--- src/rtl/traffic_pkg.sv ---
// Shared definitions for the traffic light controller: light codes, phase
// encoding and small constant-evaluation helpers used to size ports/registers.
package traffic_pkg;

  // Per-direction light codes; 2'b11 is never driven.
  localparam logic [1:0] L_GREEN  = 2'b00;
  localparam logic [1:0] L_YELLOW = 2'b01;
  localparam logic [1:0] L_RED    = 2'b10;

  // Controller phase; encoding 2'd3 is illegal and recovers to P_ALLRED.
  typedef enum logic [1:0] {
    P_GREEN  = 2'd0,
    P_YELLOW = 2'd1,
    P_ALLRED = 2'd2
  } phase_e;

  // Ceiling log2, for widths derived from parameters.
  function automatic int unsigned clog2(input int unsigned v);
    int unsigned r;
    r = 0;
    while ((64'd1 << r) < 64'(v)) r++;
    return r;
  endfunction

  // Largest of three values, for sizing the shared phase timer.
  function automatic int unsigned max3(input int unsigned a,
                                       input int unsigned b,
                                       input int unsigned c);
    int unsigned m;
    m = a;
    if (b > m) m = b;
    if (c > m) m = c;
    return m;
  endfunction

endpackage

--- src/rtl/rr_next_dir.sv ---
// Round-robin successor selection for the green owner.
// Scans cur+1, cur+2, ... (mod N_DIR, excluding cur) and returns the first
// direction whose traffic bit is set; with no other requester it returns
// (cur+1) mod N_DIR.
//   traffic_i : per-direction vehicle-waiting sensor
//   cur_i     : current owner index
//   next_o    : selected next owner index (combinational)
module rr_next_dir #(
  parameter int unsigned N_DIR = 4,
  parameter int unsigned DIR_W = 2
) (
  input  logic [N_DIR-1:0] traffic_i,
  input  logic [DIR_W-1:0] cur_i,
  output logic [DIR_W-1:0] next_o
);

  int unsigned idx;
  logic        found;

  // Nearest requester walking forward from cur; the found flag keeps the first hit.
  always_comb begin
    found  = 1'b0;
    idx    = 0;
    next_o = DIR_W'((32'(cur_i) + 32'd1) % N_DIR);
    for (int unsigned s = 1; s < N_DIR; s++) begin
      idx = (32'(cur_i) + s) % N_DIR;
      for (int unsigned j = 0; j < N_DIR; j++) begin
        if (!found && (j == idx) && traffic_i[j]) begin
          next_o = DIR_W'(j);
          found  = 1'b1;
        end
      end
    end
  end

endmodule

--- src/rtl/traffic_light_ctrl_n.sv ---
// N-direction traffic light controller. One direction at a time owns
// green/yellow; after green it passes through yellow and an all-red
// clearance before the next owner is chosen round-robin among waiting
// directions. All outputs are registered (Moore).
//   clk        : clock
//   reset      : synchronous, active-high reset
//   traffic    : per-direction vehicle-waiting sensor (level)
//   light      : per-direction light code, bits [2i+1:2i] for direction i
//   active_dir : index of the direction owning green/yellow
//   phase      : current phase code (0 green, 1 yellow, 2 all-red)
module traffic_light_ctrl_n
  import traffic_pkg::*;
#(
  parameter int unsigned N_DIR     = 4,
  parameter int unsigned GREEN_MIN = 4,
  parameter int unsigned GREEN_MAX = 10,
  parameter int unsigned YELLOW_T  = 2,
  parameter int unsigned ALLRED_T  = 1,
  localparam int unsigned DIR_W    = clog2(N_DIR)
) (
  input  logic                 clk,
  input  logic                 reset,
  input  logic [N_DIR-1:0]     traffic,
  output logic [2*N_DIR-1:0]   light,
  output logic [DIR_W-1:0]     active_dir,
  output logic [1:0]           phase
);

  localparam int unsigned T_MAX = max3(GREEN_MAX, YELLOW_T, ALLRED_T);
  localparam int unsigned TMR_W = clog2(T_MAX + 1);

  localparam logic [TMR_W-1:0] G_MIN_END = TMR_W'(GREEN_MIN - 1);
  localparam logic [TMR_W-1:0] G_MAX_END = TMR_W'(GREEN_MAX - 1);
  localparam logic [TMR_W-1:0] Y_END     = TMR_W'(YELLOW_T - 1);
  localparam logic [TMR_W-1:0] A_END     = TMR_W'(ALLRED_T - 1);

  phase_e               phase_q, phase_d;
  logic [DIR_W-1:0]     dir_q, dir_d;
  logic [TMR_W-1:0]     timer_q, timer_d;
  logic [2*N_DIR-1:0]   light_q, light_d;
  logic [DIR_W-1:0]     rr_next;
  logic                 own_req;
  logic                 other_req;

  // Light pattern for a given phase/owner: owner green or yellow, rest red.
  function automatic logic [2*N_DIR-1:0] light_decode(input phase_e ph,
                                                      input logic [DIR_W-1:0] dir);
    logic [2*N_DIR-1:0] l;
    for (int unsigned i = 0; i < N_DIR; i++) begin
      l[2*i +: 2] = L_RED;
      if (DIR_W'(i) == dir) begin
        if (ph == P_GREEN)       l[2*i +: 2] = L_GREEN;
        else if (ph == P_YELLOW) l[2*i +: 2] = L_YELLOW;
      end
    end
    return l;
  endfunction

  rr_next_dir #(
    .N_DIR (N_DIR),
    .DIR_W (DIR_W)
  ) u_rr_next_dir (
    .traffic_i (traffic),
    .cur_i     (dir_q),
    .next_o    (rr_next)
  );

  // Split requests into the owner's own sensor and everyone else's.
  always_comb begin
    own_req   = 1'b0;
    other_req = 1'b0;
    for (int unsigned j = 0; j < N_DIR; j++) begin
      if (DIR_W'(j) == dir_q) own_req   = traffic[j];
      else                    other_req = other_req | traffic[j];
    end
  end

  // Next-state: phase sequencing, owner hand-over and the shared phase timer.
  always_comb begin
    phase_d = phase_q;
    dir_d   = dir_q;
    // Only green can linger, so only green needs the saturating hold.
    if ((phase_q == P_GREEN) && (timer_q >= G_MAX_END)) timer_d = timer_q;
    else                                                 timer_d = timer_q + TMR_W'(1);

    case (phase_q)
      P_GREEN: begin
        if (other_req && (((timer_q >= G_MIN_END) && !own_req) || (timer_q >= G_MAX_END))) begin
          phase_d = P_YELLOW;
          timer_d = '0;
        end
      end
      P_YELLOW: begin
        if (timer_q >= Y_END) begin
          phase_d = P_ALLRED;
          timer_d = '0;
        end
      end
      P_ALLRED: begin
        if (timer_q >= A_END) begin
          phase_d = P_GREEN;
          dir_d   = rr_next;
          timer_d = '0;
        end
      end
      default: begin
        phase_d = P_ALLRED;
        timer_d = '0;
      end
    endcase

    light_d = light_decode(phase_d, dir_d);
  end

  // State and registered outputs; reset wins over any phase.
  always_ff @(posedge clk) begin
    if (reset) begin
      phase_q <= P_GREEN;
      dir_q   <= '0;
      timer_q <= '0;
      light_q <= light_decode(P_GREEN, '0);
    end else begin
      phase_q <= phase_d;
      dir_q   <= dir_d;
      timer_q <= timer_d;
      light_q <= light_d;
    end
  end

  assign light      = light_q;
  assign active_dir = dir_q;
  assign phase      = phase_q;

endmodule

--- config.mk ---
export PLATFORM = sky130hd
export DESIGN_NAME = traffic_light_ctrl_n
export DESIGN_NICKNAME = d
export VERILOG_FILES = /design/src/rtl/traffic_pkg.sv /design/src/rtl/rr_next_dir.sv /design/src/rtl/traffic_light_ctrl_n.sv
export SDC_FILE = /design/constraint.sdc
export NUM_CORES = 1
export LEC_CHECK = 0
export ABC_AREA = 1
export CAP_MARGIN = 10
export CORE_MARGIN = 8
export CORE_UTILIZATION = 47
export CTS_CLUSTER_SIZE = 16
export DETAILED_ROUTE_END_ITERATION = 6
export GPL_ROUTABILITY_DRIVEN = 0
export PLACE_DENSITY = 0.71
export SYNTH_ARGS = -nofsm -noshare
export SYNTH_HDL_FRONTEND = slang
export SYNTH_HIERARCHICAL = 1
export SYNTH_SLANG_ARGS = --single-unit
--- constraint.sdc ---
create_clock -name clk -period 2.7 [get_ports clk]
set_input_delay 0.675 -clock clk [delete_from_list [all_inputs] [get_ports clk]]
set_output_delay 0.675 -clock clk [all_outputs]
set_load 0.01 [all_outputs]
==> run_results.csv, run 1 <==
group,metric,value,unit
run_status,outcome,"completed",
floorplanning,std_cell_rows,17,
clock_network,clockBufferDepth,2,
worst_setup_path,cpMostUsedCell,"nand2_1",
synth,ys.warnings.count,6,
timing,finalHoldViolations,0,
timing,clock.fmax,407.5,MHz
layout,layout_common_cells,"35 x nand2_1, 22 x inv_1, 19 x nand3_1",
layout,layout_commonest_cell,"nand2_1",
synth,yosysSeqAreaShare,30.44,%
power_and_ir_drop,pwr-share-comb,39.2,%
routing,drt-initial-drc-count,47,
worst_setup_path,critPathCaptureType,"flip-flop",
layout,drive_gt1_share,14.12,%
worst_setup_path,slowest_stage,"clkdlybuf4s50_1",
worst_setup_path,arrival,2.67,ns
synth,yosys.area.top_type_share,30.44,%
power_and_ir_drop,sequentialPowerShare,40.0,%
worst_setup_path,slowest_delay,0.45,ns
routing,firstDrtPassIters,4,
power_and_ir_drop,peakVddDrop,438.5,µV
synth,ys_ff_latch,16,
synth,synth_top_family_by_area,"simple AND/OR/NAND/NOR gates",
global_routing,grt_overflow_total,0,
worst_setup_path,worstPathMaxFanout,5,
synth,synth.area.mux_share,0,%
clock_network,insertion_delay,0.28,ns
routing,vias,1049,
synth,synth_area_leaders,"dfxtp_1 30%, nand2_1 12%, nand3_1 9.5%",
power_and_ir_drop,p_switching,265.4,µW
global_routing,grt_max_degree,10,
timing,rsz0062_at_grt,"false",
routing,drc_errors,0,
synth,netlist_instances,153,
placement,placed_cells_incl_taps,201,
worst_setup_path,start_kind,"input port",
timing,fin_ws,0.2461,ns
layout,area_delta_synth_final,26.16,%
floorplanning,floorplan.initialDensity,48.50,%
floorplanning,die_h,63.32,µm
synth,synth-compound-area-share,12.49,%
synth,yosysUniqueCellTypes,21,
timing,slew_headroom,77.49,%
synth,synth_fa_ha_area_share,8.323,%
clock_network,path_clk_slew,0.08,ns
synth,synth_xor_area_share,1.665,%
timing,fin_crit,2.454,ns
placement,hpwl,1.914,mm
clock_network,htreeDepth,1,
placement,dp_slack,-0.03870,ns
timing,worst_slew_pin_slew,0.3367,ns
floorplanning,dieArea,4009,µm²
clock_network,cts_hold_buf,0,
power_and_ir_drop,sw_frac_of_total,36.43,%
clock_network,post_cts_buffers,0,
timing,slew_viol_final,0,
clock_network,cts.sinks,16,
global_routing,track_usage,12.39,%
placement,portBuffers,17,
job,maxCapViolCount,0,
clock_network,cts_buffers,3,
power_and_ir_drop,p_clk_share,20.7,%
synth,yosys.area.top_type,"dfxtp_1",
timing,setup_viol,0,
worst_setup_path,worst-setup-path-type,"in2reg",
power_and_ir_drop,power.density,548.8,nW/µm²
worst_setup_path,crit_required,2.92,ns
power_and_ir_drop,internal_power,463.1,µW
floorplanning,die_w,63.32,µm
routing,vias_per_cell,5.117,
routing,wl_per_cell,11.42,µm
layout,fin_cells,205,
clock_network,ctsResizeCount,0,
global_routing,grt_pass1_wl,4.195,mm
global_routing,antenna_found_initial,0,
synth,syn_area,1052,µm²
layout,fin_nets,191,
synth,synthSimpleGateAreaFrac,38.88,%
worst_setup_path,crit_chain,"clkdlybuf4s50_1, nand2_1, nand2_2, nor2_4, nand4_1, a21oi_2, nand3_2, nand3_1, nand2_1, o21ai_2, inv_1, nor2_1, nand2_1, a21oi_1",
clock_network,cts-root-buf,"clkbuf_4",
timing,period_share,90.89,%
min_path,hold_path_class,"reg2reg",
routing,antenna_left,0,
global_routing,grt_pass1_vias,1034,
synth,syn_area_per_cell,6.878,µm²
floorplanning,io_pins,18,
power_and_ir_drop,p_leak,0.6200,nW
floorplanning,coreArea,2170,µm²
timing,clock_skew,0.001537,ns
layout,num_antenna_cells,0,
routing,drt_wl_total,2.341,mm
synth,synth_nets,166,
clock_network,cts_tree,"built",
[cells in the mapped netlist (all sizes together)]
library cell / number
dfxtp: 16
nor3b: 1
o21ai: 10
xor2: 2
nand3b: 1
a21boi: 1
ha: 7
nor2: 11
or2: 1
a21oi: 10
nand2: 40
nand3: 22
nand4: 7
inv: 22
o2111ai: 1
clkbuf: 1
[stage by stage]
step / area [µm²] / hold slack, ns / utilization (%) / power (mW) / TNS (ns)
6_report: 1328 / 0.6007 / 61.19 / 0.7285 / 0
3_3_place_gp: 1284 / 0.5819 / 59.17 / 0.5692 / 0
5_1_grt: 1328 / 0.6232 / 61.19 / 0.7951 / 0
2_1_floorplan: 1052 / 0.5687 / - / 0.4920 / 0
3_5_place_dp: 1284 / 0.5905 / 59.17 / 0.5804 / -0.04253
4_1_cts: 1320 / 0.6027 / 60.84 / 0.7339 / 0
[per-layer routing]
layer	wire length [µm]	part of all wire (%)	GRT usage (%)
met3	97	4.1	4.594
met1	982	42	12.41
met4	9	0.38	3.900
met5	0	0	0
met2	1252	53	23.05
[registers in the layout (all words and copies together), names as in the netlist]
register	flops
light	8
phase	2
active_dir	2
timer_q	4
[kinds of logic (layout without fill, tap and decap cells)]
family / count (synthesis) / after routing
and+or+nand+nor: 83 / 83
buffers and inverters: 23 / 47
AOI/OAI and AO/OA: 22 / 22
DFF: 16 / 16
adders and majority gates: 7 / 7
xor gates and xnor gates: 2 / 2
[worst paths after layout]
path	startpoint	end	slack, ns	cells past startpoint
max	traffic[0]	light[0]$_SDFF_PP0_	0.25	14
min	phase[0]$_SDFF_PP0_	phase[1]$_SDFF_PP0_	0.60	2
min reg2reg	phase[0]$_SDFF_PP0_	phase[1]$_SDFF_PP0_	0.60	2
max reg2reg	active_dir[1]$_SDFF_PP0_	light[0]$_SDFF_PP0_	0.35	15
[worst max-delay path: cells and delay by family]
family | cells | cell delay, ns
AO/OA/AOI/OAI | 3 | 0.51
buffers and inverters | 2 | 0.54
AND/OR/NAND/NOR | 9 | 0.93
[layout make-up]
cell class              count  area (µm²)
inverters                  22       82.58
flip-flops and latches     16       322.8
clock buffers               4       36.28
repair buffers             21       200.2
multi-input cells         114       650.6
fillers                   218       842.1
well taps                  28       35.03
[power by group through the flow]
stage | registers [mW] | clock network, mW | logic, mW
floorplan | 0.298 | 0 | 0.194
global placement | 0.296 | 0 | 0.273
detailed placement | 0.297 | 0 | 0.283
CTS | 0.291 | 0.156 | 0.286
global route | 0.294 | 0.172 | 0.329
finish | 0.292 | 0.151 | 0.286
No activity file was read; power rests on OpenSTA's default activity.
==> run 2: changes to the inputs <==
Settings changed: HOLD_SLACK_MARGIN set to 0.02.
==> results of run 2 <==
Final layout, timing and power as in run 1 (identical DEF).
==> run 3: changes to the inputs <==
Settings changed: CAP_MARGIN 10 to 15.
==> results of run 3 <==
Final layout, timing and power as in run 1 (identical DEF).
